File: src/rtl/tri_link_pkg.sv
// Shared state encoding and line-level constants for the single-wire tristate link.
package tri_link_pkg;

    typedef enum logic [2:0] {
        IDLE,
        RX_START,
        RX_DATA,
        RX_STOP,
        TURN,
        TX_START,
        TX_DATA,
        TX_STOP
    } linkState_t;

    localparam logic START_LEVEL = 1'b0;
    localparam logic STOP_LEVEL  = 1'b1;

endpackage

File: src/rtl/tri_link_bit_timer.sv
// Per-bit clock counter; wraps at the bit boundary and strobes mid-bit and end-of-bit.
module tri_link_bit_timer #(
    parameter int unsigned BIT_CYCLES = 4
) (
    input  logic clk,
    input  logic rst_n,
    input  logic clear,
    output logic midBit,
    output logic endBit
);

    localparam int unsigned CW = (BIT_CYCLES > 1) ? $clog2(BIT_CYCLES) : 1;
    localparam logic [CW-1:0] MID_COUNT  = CW'(BIT_CYCLES / 2);
    localparam logic [CW-1:0] LAST_COUNT = CW'(BIT_CYCLES - 1);

    logic [CW-1:0] count;

    always_ff @(posedge clk or negedge rst_n) begin
        if (!rst_n) begin
            count <= '0;
        end else if (clear || count == LAST_COUNT) begin
            count <= '0;
        end else begin
            count <= count + CW'(1);
        end
    end

    assign midBit = (count == MID_COUNT);
    assign endBit = (count == LAST_COUNT);

endmodule

File: src/rtl/tri_link_responder.sv
// Responder end of a half-duplex single-wire link: receives a host frame, waits
// a turnaround gap, then drives the held response frame back and releases the line.
module tri_link_responder
    import tri_link_pkg::*;
#(
    parameter int unsigned BIT_CYCLES  = 4,
    parameter int unsigned TURN_CYCLES = 2,
    parameter int unsigned DATA_W      = 8
) (
    input  logic              clk,
    input  logic              rst_n,
    input  logic              pad_i,
    output logic              pad_o,
    output logic              pad_oe,
    input  logic [DATA_W-1:0] rsp_data,
    input  logic              rsp_valid,
    output logic              rsp_ready,
    output logic [DATA_W-1:0] rx_data,
    output logic              rx_valid,
    output logic              busy
);

    localparam int unsigned IW = $clog2(DATA_W + 1);
    localparam int unsigned TW = (TURN_CYCLES > 1) ? $clog2(TURN_CYCLES) : 1;
    localparam logic [IW-1:0] LAST_IDX  = IW'(DATA_W - 1);
    localparam logic [TW-1:0] TURN_LAST = TW'(TURN_CYCLES - 1);

    linkState_t state, stateNext;

    logic              lineMeta, lineSync, linePrev;
    logic              fallEdge;
    logic              timerClear, midBit, endBit;
    logic [DATA_W-1:0] rxShift, rxDataQ, txShift, holdData;
    logic [IW-1:0]     bitIdx;
    logic [TW-1:0]     turnCnt;
    logic              stopOk, frameErr, rxValidQ;
    logic              holdFull, holdFullNext, rspReadyQ, rspAccept;

    tri_link_bit_timer #(
        .BIT_CYCLES(BIT_CYCLES)
    ) u_bitTimer (
        .clk    (clk),
        .rst_n  (rst_n),
        .clear  (timerClear),
        .midBit (midBit),
        .endBit (endBit)
    );

    // Idle line is pulled high, so the synchronizer resets to 1 to avoid a false start.
    always_ff @(posedge clk or negedge rst_n) begin
        if (!rst_n) begin
            lineMeta <= 1'b1;
            lineSync <= 1'b1;
            linePrev <= 1'b1;
        end else begin
            lineMeta <= pad_i;
            lineSync <= lineMeta;
            linePrev <= lineSync;
        end
    end

    assign fallEdge  = linePrev & ~lineSync;
    assign rspAccept = rsp_valid & rspReadyQ;

    always_ff @(posedge clk or negedge rst_n) begin
        if (!rst_n) begin
            state <= IDLE;
        end else begin
            state <= stateNext;
        end
    end

    always_comb begin
        stateNext  = state;
        timerClear = 1'b0;
        pad_oe     = 1'b0;
        pad_o      = STOP_LEVEL;
        case (state)
            IDLE: begin
                // The edge cycle itself is count 0 of the start bit.
                timerClear = ~fallEdge;
                if (fallEdge) stateNext = RX_START;
            end
            RX_START: begin
                if (midBit) stateNext = (lineSync == START_LEVEL) ? RX_DATA : IDLE;
            end
            RX_DATA: begin
                if (midBit && bitIdx == LAST_IDX) stateNext = RX_STOP;
            end
            RX_STOP: begin
                if (stopOk && endBit) stateNext = TURN;
                else if (frameErr && lineSync == STOP_LEVEL) stateNext = IDLE;
            end
            TURN: begin
                timerClear = 1'b1;
                if (turnCnt == TURN_LAST) stateNext = (holdFull || rspAccept) ? TX_START : IDLE;
            end
            TX_START: begin
                pad_oe = 1'b1;
                pad_o  = START_LEVEL;
                if (endBit) stateNext = TX_DATA;
            end
            TX_DATA: begin
                pad_oe = 1'b1;
                pad_o  = txShift[0];
                if (endBit && bitIdx == LAST_IDX) stateNext = TX_STOP;
            end
            TX_STOP: begin
                pad_oe = 1'b1;
                pad_o  = STOP_LEVEL;
                if (endBit) stateNext = IDLE;
            end
            default: stateNext = IDLE;
        endcase
    end

    always_comb begin
        holdFullNext = holdFull;
        if (rspAccept) holdFullNext = 1'b1;
        else if (state == TX_STOP && endBit) holdFullNext = 1'b0;
    end

    always_ff @(posedge clk or negedge rst_n) begin
        if (!rst_n) begin
            rxShift   <= '0;
            rxDataQ   <= '0;
            rxValidQ  <= 1'b0;
            txShift   <= '0;
            holdData  <= '0;
            holdFull  <= 1'b0;
            rspReadyQ <= 1'b0;
            bitIdx    <= '0;
            turnCnt   <= '0;
            stopOk    <= 1'b0;
            frameErr  <= 1'b0;
        end else begin
            rxValidQ  <= 1'b0;
            holdFull  <= holdFullNext;
            rspReadyQ <= ~holdFullNext;
            if (rspAccept) holdData <= rsp_data;
            turnCnt <= (state == TURN && turnCnt != TURN_LAST) ? turnCnt + TW'(1) : '0;
            case (state)
                IDLE: begin
                    stopOk   <= 1'b0;
                    frameErr <= 1'b0;
                end
                RX_START: bitIdx <= '0;
                RX_DATA: begin
                    if (midBit) begin
                        rxShift <= {lineSync, rxShift[DATA_W-1:1]};
                        bitIdx  <= bitIdx + IW'(1);
                    end
                end
                RX_STOP: begin
                    if (midBit && !stopOk && !frameErr) begin
                        if (lineSync == STOP_LEVEL) begin
                            rxDataQ  <= rxShift;
                            rxValidQ <= 1'b1;
                            stopOk   <= 1'b1;
                        end else begin
                            frameErr <= 1'b1;
                        end
                    end
                end
                TX_START: begin
                    txShift <= holdData;
                    bitIdx  <= '0;
                end
                TX_DATA: begin
                    if (endBit) begin
                        txShift <= txShift >> 1;
                        bitIdx  <= bitIdx + IW'(1);
                    end
                end
                default: ;
            endcase
        end
    end

    assign rsp_ready = rspReadyQ;
    assign rx_data   = rxDataQ;
    assign rx_valid  = rxValidQ;
    assign busy      = (state != IDLE);

endmodule

File: config.mk
export PLATFORM = sky130hd
export DESIGN_NAME = tri_link_responder
export DESIGN_NICKNAME = d
export VERILOG_FILES = /design/src/rtl/tri_link_pkg.sv /design/src/rtl/tri_link_bit_timer.sv /design/src/rtl/tri_link_responder.sv
export SDC_FILE = /design/constraint.sdc
export NUM_CORES = 1
export LEC_CHECK = 0
export CELL_PAD_IN_SITES_DETAIL_PLACEMENT = 0
export CELL_PAD_IN_SITES_GLOBAL_PLACEMENT = 1
export CORE_AREA = 2 2 67 94
export DETAILED_ROUTE_END_ITERATION = 6
export DIE_AREA = 0 0 69 96
export PLACE_DENSITY_LB_ADDON = 0.1
export SETUP_SLACK_MARGIN = 0.15
export SLEW_MARGIN = 10
export SYNTH_ARGS = -nofsm -noshare
export SYNTH_HDL_FRONTEND = slang
export SYNTH_HIERARCHICAL = 1
export SYNTH_SLANG_ARGS = --single-unit
export TNS_END_PERCENT = 20
File: constraint.sdc
create_clock -name clk -period 1.6 [get_ports clk]
set_input_delay 0.4 -clock clk [delete_from_list [all_inputs] [get_ports clk]]
set_output_delay 0.4 -clock clk [all_outputs]
set_load 0.005 [all_outputs]
==> results of run 1 <==
routing by layer:
metal  global-route usage, %  vias to the layer above  wire (um)
met2                    28.6                       36       2660
li1                        -                      752          -
met3                    3.77                        9        177
met4                    6.37                        0        113
met1                    17.9                      817       1950
met5                       0                        -          0
state kept, by name, summed over array words and instances (netlist names), 2 cells and up:
name              count
bitIdx                4
holdData              8
rxShift               8
rx_data               8
state                 3
txShift               8
u_bitTimer/count      2
metrics by stage:
stage	worst slack, ns	area (um2)	instances
2_1_floorplan	0.0782	2370	175
3_3_place_gp	-0.169	2850	282
3_5_place_dp	-0.178	2850	282
4_1_cts	-0.140	3040	300
5_1_grt	-0.211	3110	303
6_report	-0.178	3110	303
report_power, final:
group / internal (mW) / leakage (nW) / switching (mW)
logic: 0.928 / 0.774 / 0.751
registers: 1.40 / 0.658 / 0.105
clock network: 0.309 / 0.0452 / 0.411
final timing paths:
| kind | start | to | cells past startpoint |
|---|---|---|---|
| max in group asynchronous | rst_n | lineMeta$_DFF_PN1_ | 2 |
| max reg2reg | state[1]$_DFFE_PN0P_ | txShift[5]$_DFFE_PN0P_ | 7 |
| min in group clk | lineMeta$_DFF_PN1_ | lineSync$_DFF_PN1_ | 0 |
| min | rst_n | rxShift[2]$_DFFE_PN0P_ | 1 |
| min reg2reg | lineMeta$_DFF_PN1_ | lineSync$_DFF_PN1_ | 0 |
| max | state[1]$_DFFE_PN0P_ | busy | 3 |
layout make-up:
type | instances | area [um2] | share of cell area, %
clock buffers | 6 | 72.6 | 2.33
clock inverters | 2 | 13.8 | 0.443
inverters | 8 | 33.8 | 1.09
multi-input cells | 108 | 1060 | 34.1
flip-flops and latches | 50 | 1260 | 40.4
well taps | 70 | 87.6 | 2.82
repair buffers | 59 | 586 | 18.8
layout by cell type (no fill, tap or decap), types with 2 or more instances in the layout:
| master | count |
|---|---|
| nor3_2 | 3 |
| and2_1 | 5 |
| buf_4 | 20 |
| dlygate4sd2_1 | 10 |
| nand2_1 | 5 |
| inv_1 | 6 |
| and3_1 | 3 |
| mux2_4 | 16 |
| dfstp_2 | 3 |
| nand3_1 | 4 |
| dfrtp_1 | 46 |
| clkbuf_8 | 5 |
| buf_12 | 6 |
| buf_6 | 10 |
| o2bb2ai_1 | 2 |
| buf_2 | 3 |
| mux2_2 | 23 |
| a21oi_1 | 5 |
| clkdlybuf4s50_1 | 10 |
| a31oi_1 | 2 |
| o21ai_1 | 2 |
| nor2_1 | 4 |
| o21ai_0 | 2 |
repair_timing:
item,4_1_cts,5_1_grt
resized for setup,38,11
hold buffers,0,0
setup endpoints to repair,43,36
buffers inserted,10,3
pin swaps,4,4
cells by family after synthesis:
kind of cell	Yosys count	share of synthesized area (%)
adder cells (fa/ha/maj)	3	1.62
AO/OA/AOI/OAI	30	10.0
multiplexers	39	19.3
AND/OR/NAND/NOR	36	10.4
buffers and inverters	17	4.54
flip-flops	50	54.2
==> summary.md, run 1 <==
| Metric | Value |
|---|---|
| Worst-path cell chain | buf_6 > or3_4 > buf_6 |
| Vias | 1614 |
| Global Route Usage Sum | 15.8% |
| Final GP Congestion | 0.807 |
| CTS tree | done |
| Max Slew Vio Count | 0 |
| Root cell of the clock tree | clkbuf_8 |
| Residual DRC | 0 |
| Largest net degree at the start of global routing | 19 |
| Slew margin rel. | 67.3% |
| Mapped cell area | 2320 um2 |
| Startpoint types | register |
| Area Overhead vs Synth | 34.2% |
| Worst R2R Setup Slack | -0.11 ns |
| Unique masters post-synth | 46 |
| CP max-delay cell | dfrtp_1 |
| Total CTS buffers | 5 |
| Critical path's largest stage delay | 0.42 ns |
| DIE AREA | 6620 um2 |
| Wire length per cell | 16.2 um |
| Family with the most delay on the worst path | flip-flops |
| Share of the synthesized area in the top cell type | 50.8% |
| Yosys top cell by area | dfrtp_1 |
| Top_reg_cell synth | dfrtp_1 |
| Final TNS setup | -1.50 ns |
| Crit path DAT | 1.38 ns |
| Status | finished with violations |
| VDD IR max | 746 uV |
| Worst slew pin tran | roughly 0.49 ns |
| Ant. Diodes | 0 |
| Synth Warn # | 6 |
| Max Freq | roughly 0.56 GHz |
| Crit end category | primary output |
| Failing checks | setup timing |
| Worst-skew pair later-pin latency | 0.30 ns |
| Initial Util | roughly two fifths |
| Seq/Total Area, Yosys | 54.2% |
| Die width | between 60 and 70 um |
| Layout cells sized above 1 | about 46% |
| Post-synth EDFFs | 0 |
| Post-Synthesis Net Count | 190 |
| MaxCap Viol Count | 0 |
| Die Height | 96 um |
| Site Rows | 33 |
| Worst EP required | 1.20 ns |
| Synth top area cells | dfrtp_1 51%, mux2_2 18%, dfstp_2 3.4%, buf_6 1.9%, ha_1 1.6% |
| Total power | 3.90 mW |
| Worst hold path type | in2async |
| Core Util, Final | 53.8% |
| Detail Placement HPWL | 3.33 mm |
| Post-synth top cells | 47 x dfrtp_1, 37 x mux2_2, 7 x inv_1, 6 x a21oi_1 |
| First-pass GRT wire length | 8.07 mm |
| CTS H-tree depth | 2 |
| I/O Buffers | 24 |
| Drt total wl | 4.90 mm |
| Vias per cell | 5.33 |
| Nets | 247 |
| Worst Path Buf+Inv | 2 |
| Ports | 25 |
| Crit Path Class | reg2out |
| Most used cell, CP | buf_6 |
| Final Hold Fails | 0 |
| Leak pwr | between 1 and 1.5 nW |
| Power per Cell Area | 1250 nW/um2 |
| Vias in the first global route | about 1600 |
| Initial antenna violation count | 0 |
| Total gr overflow | 0 |
| Final Skew | ~0.0045 ns |
| # fillers | 488 |
| Core ar. | 5780 um2 |
| Post-DRT Antenna Nets | 0 |
| Post-Synthesis Cells | between 150 and 200 |
| RSZ-0062 raised after global routing | true |
| Hold_ws | approximately 0.040 ns |
| Final WS setup | -0.178 ns |
| CTS sink cnt | 50 |
| Final setup viols | 27 |
| Top fanout value on the critical path | 3 |
| Clock slew at reported path FFs | 0.09 ns |
| Synthesized area per cell | 13.2 um2 |
| Number of DRC markers in iteration 0 | 41 |
| First-pass DRT Iterations | 5 |
| Max clock buf depth | 2 |
| Most common cell in the synthesized netlist | dfrtp_1 |
| Register bit total from synthesis | 50 |
| Async SR Flop Fraction | 100% |
| Post-layout minimum cycle time | between 1.5 and 2 ns |
| Final period utilization | 111% |
Note: power is estimated with default switching activity, not from simulation.
==> run 2, diff against run 1 <==
--- a/config.mk
+++ b/config.mk
@@ -7,9 +7,10 @@
 export LEC_CHECK = 0
 export CELL_PAD_IN_SITES_DETAIL_PLACEMENT = 0
 export CELL_PAD_IN_SITES_GLOBAL_PLACEMENT = 1
-export CORE_AREA = 2 2 67 94
+export CORE_AREA = 2 2 64 90
+export CTS_CLUSTER_SIZE = 10
 export DETAILED_ROUTE_END_ITERATION = 6
-export DIE_AREA = 0 0 69 96
+export DIE_AREA = 0 0 66 92
 export PLACE_DENSITY_LB_ADDON = 0.1
 export SETUP_SLACK_MARGIN = 0.15
 export SLEW_MARGIN = 10
==> constraint.sdc (replaced) <==
create_clock -name clk -period 2.1 [get_ports clk]
set_input_delay 0.525 -clock clk [delete_from_list [all_inputs] [get_ports clk]]
set_output_delay 0.525 -clock clk [all_outputs]
set_load 0.005 [all_outputs]
==> run 2 against run 1 <==
  * Die area shrank 8.3%
  * Sequential cell count is the same
  * Critical path type unchanged
  * Worst setup slack gained 0.35 ns
  * Count of clock-buffer cells in the layout shrank 1
  * Final cell count shrank 5.9%
  * The flow now finishes without violations
  * Clock power shrank 7.8%
  * Power shrank 29%
==> summary.md, run 2 (synthesis results as in run 1) <==
| Metric | Value |
|---|---|
| Status | completed (was finished with violations) |
| Root cell of the clock tree | clkbuf_8 (unchanged) |
| Detail Placement HPWL | 3.13 mm (was 3.33 mm) |
| Vias in the first global route | 1616 (was 1637) |
| Clock network power share | 23.9% (was 18.5%) |
| Leak pwr | 1.32 nW (was 1.48 nW) |
| # hold bufs at CTS | 0 (unchanged) |
| Final GP Congestion | 0.828 (was 0.807) |
| Final Hold Fails | 0 (unchanged) |
| Die width | 66 um (was 69 um) |
| Largest net degree at the start of global routing | 33 (was 19) |
| Most frequent cells in the layout | 44 x dfrtp_1, 37 x mux2_2, 20 x clkdlybuf4s50_1, 18 x buf_4, 7 x inv_1 (was 46 x dfrtp_1, 23 x mux2_2, 20 x buf_4, 16 x mux2_4) |
| Worst hold path type | in2async (unchanged) |
| Final WS setup | 0.175 ns (was -0.178 ns) |
| Crit Path Class | reg2out (unchanged) |
| Post-DRT Antenna Nets | 0 (unchanged) |
| Ports | 25 (unchanged) |
| Die Height | 92 um (was 96 um) |
| Power per Cell Area | 977 nW/um2 (was 1250 nW/um2) |
| I/O Buffers | 24 (unchanged) |
| Worst EP required | 1.57 ns (was 1.20 ns) |
| Wire length per cell | 15.0 um (was 16.2 um) |
| Sw power | 0.862 mW (was 1.27 mW) |
| Vias per cell | 5.40 (was 5.33) |
| Top fanout value on the critical path | 10 (was 3) |
| Switching Share | 31.0% (was 32.5%) |
| Vias | 1539 (was 1614) |
| Startpoint types | register (unchanged) |
| CTS sink cnt | 50 (unchanged) |
| Crit end category | primary output (unchanged) |
| Nets | 231 (was 247) |
| Final period utilization | just over 90% |
| Slew margin rel. | 68.3% (was 67.3%) |
| Crit path DAT | 1.40 ns (was 1.38 ns) |
| Final TNS setup | 0 ns (was -1.50 ns) |
| Max Freq | approximately 0.52 GHz |
| Clock slew at reported path FFs | 0.09 ns (about the same) |
| First-pass DRT Iterations | 4 (was 5) |
| Site Rows | 32 (was 33) |
| Pre-CTS WS | 0.155 ns (was -0.178 ns) |
| Int Pwr | 1.91 mW (was 2.63 mW) |
| Number of DRC markers in iteration 0 | 47 (was 41) |
| Comb power frac | 34.7% (was 43.0%) |
| Total gr overflow | 0 (unchanged) |
| Final setup viols | 0 (was 27) |
| First-pass GRT wire length | 7.47 mm (was 8.07 mm) |
| Initial antenna violation count | 0 (unchanged) |
| Max clock buf depth | 2 (unchanged) |
| MaxCap Viol Count | 0 (unchanged) |
| Total CTS buffers | 5 (unchanged) |
| Final Skew | 0.00735 ns (was 0.00450 ns) |
| VDD IR max | 591 uV (was 746 uV) |
| Worst slew pin tran | 0.472 ns (was 0.487 ns) |
| Global Route Usage Sum | 16.0% (was 15.8%) |
| Max Slew Vio Count | 0 (unchanged) |
| Core ar. | 5370 um2 (was 5780 um2) |
| CTS tree | done (unchanged) |
| RSZ-0062 raised after global routing | true (unchanged) |
| Commonest non-fill, non-tap cell in the layout | dfrtp_1 (unchanged) |
| Initial Util | 43.2% (was 40.1%) |
| Post-layout minimum cycle time | 1.92 ns |
| Layout cells sized above 1 | 41.0% (was 46.4%) |
| RR Startpoint | u_bitTimer/count[0]$_DFF_PN0_ (was state[1]$_DFFE_PN0P_) |
| DIE AREA | 6070 um2 (was 6620 um2) |
| Residual DRC | 0 (unchanged) |
| CP Launch Point | state[0]$_DFFE_PN0P_ (was state[1]$_DFFE_PN0P_) |
| CTS H-tree depth | 2 (unchanged) |
| Ant. Diodes | 0 (unchanged) |
| Area Overhead vs Synth | 22.6% (was 34.2%) |
| Worst-skew pair later-pin latency | 0.30 ns (about the same) |
| Drt total wl | 4.28 mm (was 4.90 mm) |
| Share of power burned in registers | 41.4% (was 38.5%) |
[run 2: stage by stage]
stage | hold WS, ns | area (um2) | std cells | power (mW) | utilization, %
2_1_floorplan | 0.229 | 2320 | 175 | 1.75 | -
3_3_place_gp | 0.345 | 2660 | 269 | 1.99 | 49.5
3_5_place_dp | 0.349 | 2660 | 269 | 2.02 | 49.5
4_1_cts | 0.159 | 2830 | 284 | 2.77 | 52.7
5_1_grt | 0.178 | 2840 | 285 | 2.95 | 53.0
6_report | 0.152 | 2840 | 285 | 2.78 | 53.0
[run 2: final cells by class]
class,instances,area [um2]
Tap cell,68,85.1
Clock inverter,3,45.0
Sequential cell,50,1260
Inverter,8,31.3
Multi-Input combinational cell,108,973
Timing Repair Buffer,43,379
Fill cell,478,2520
Clock buffer,5,68.8
[run 2: layer usage]
metal	share of wire (%)	vias up	wire length, um	GRT usage, %
met5	0	-	0	0
met4	3.6	0	155	7.65
met3	2.8	13	120	2.94
met2	53	38	2260	26.5
met1	41	768	1740	19.8
li1	-	720	-	-
[run 2: power by group through the flow]
stage / clock network, mW / registers (mW) / logic [mW]
after global routing: 0.735 / 1.16 / 1.05
final: 0.664 / 1.15 / 0.964
after detailed placement: 0 / 1.18 / 0.843
after CTS: 0.694 / 1.14 / 0.939
after floorplan: 0 / 1.13 / 0.614
after global placement: 0 / 1.17 / 0.824
[run 2: worst max-delay path: stages (launching register included)]
cell and delay [ns]:
dfrtp_2 0.43, buf_4 0.13, buf_4 0.15, inv_1 0.07
a21oi_1 0.06, dlygate4sd2_1 0.26
[run 2: worst paths after layout]
| kind | cells after the start | endpoint | slack (ns) |
|---|---|---|---|
| worst max-delay path | 5 | pad_oe | 0.18 |
| worst max register to register | 5 | rxShift[0]$_DFFE_PN0P_ | 0.23 |
| worst min register to register | 0 | lineSync$_DFF_PN1_ | 0.36 |
| max in group asynchronous | 2 | lineMeta$_DFF_PN1_ | 1.37 |
| worst min-delay path | 1 | rsp_ready$_DFF_PN0_ | 0.15 |
| min in group clk | 0 | lineSync$_DFF_PN1_ | 0.36 |
[run 2: repair_timing]
item,4_1_cts,5_1_grt
resized for setup,8,8
endpoints found under the setup margin,3,10
hold endpoints to repair,0,0
setup buffers,7,1
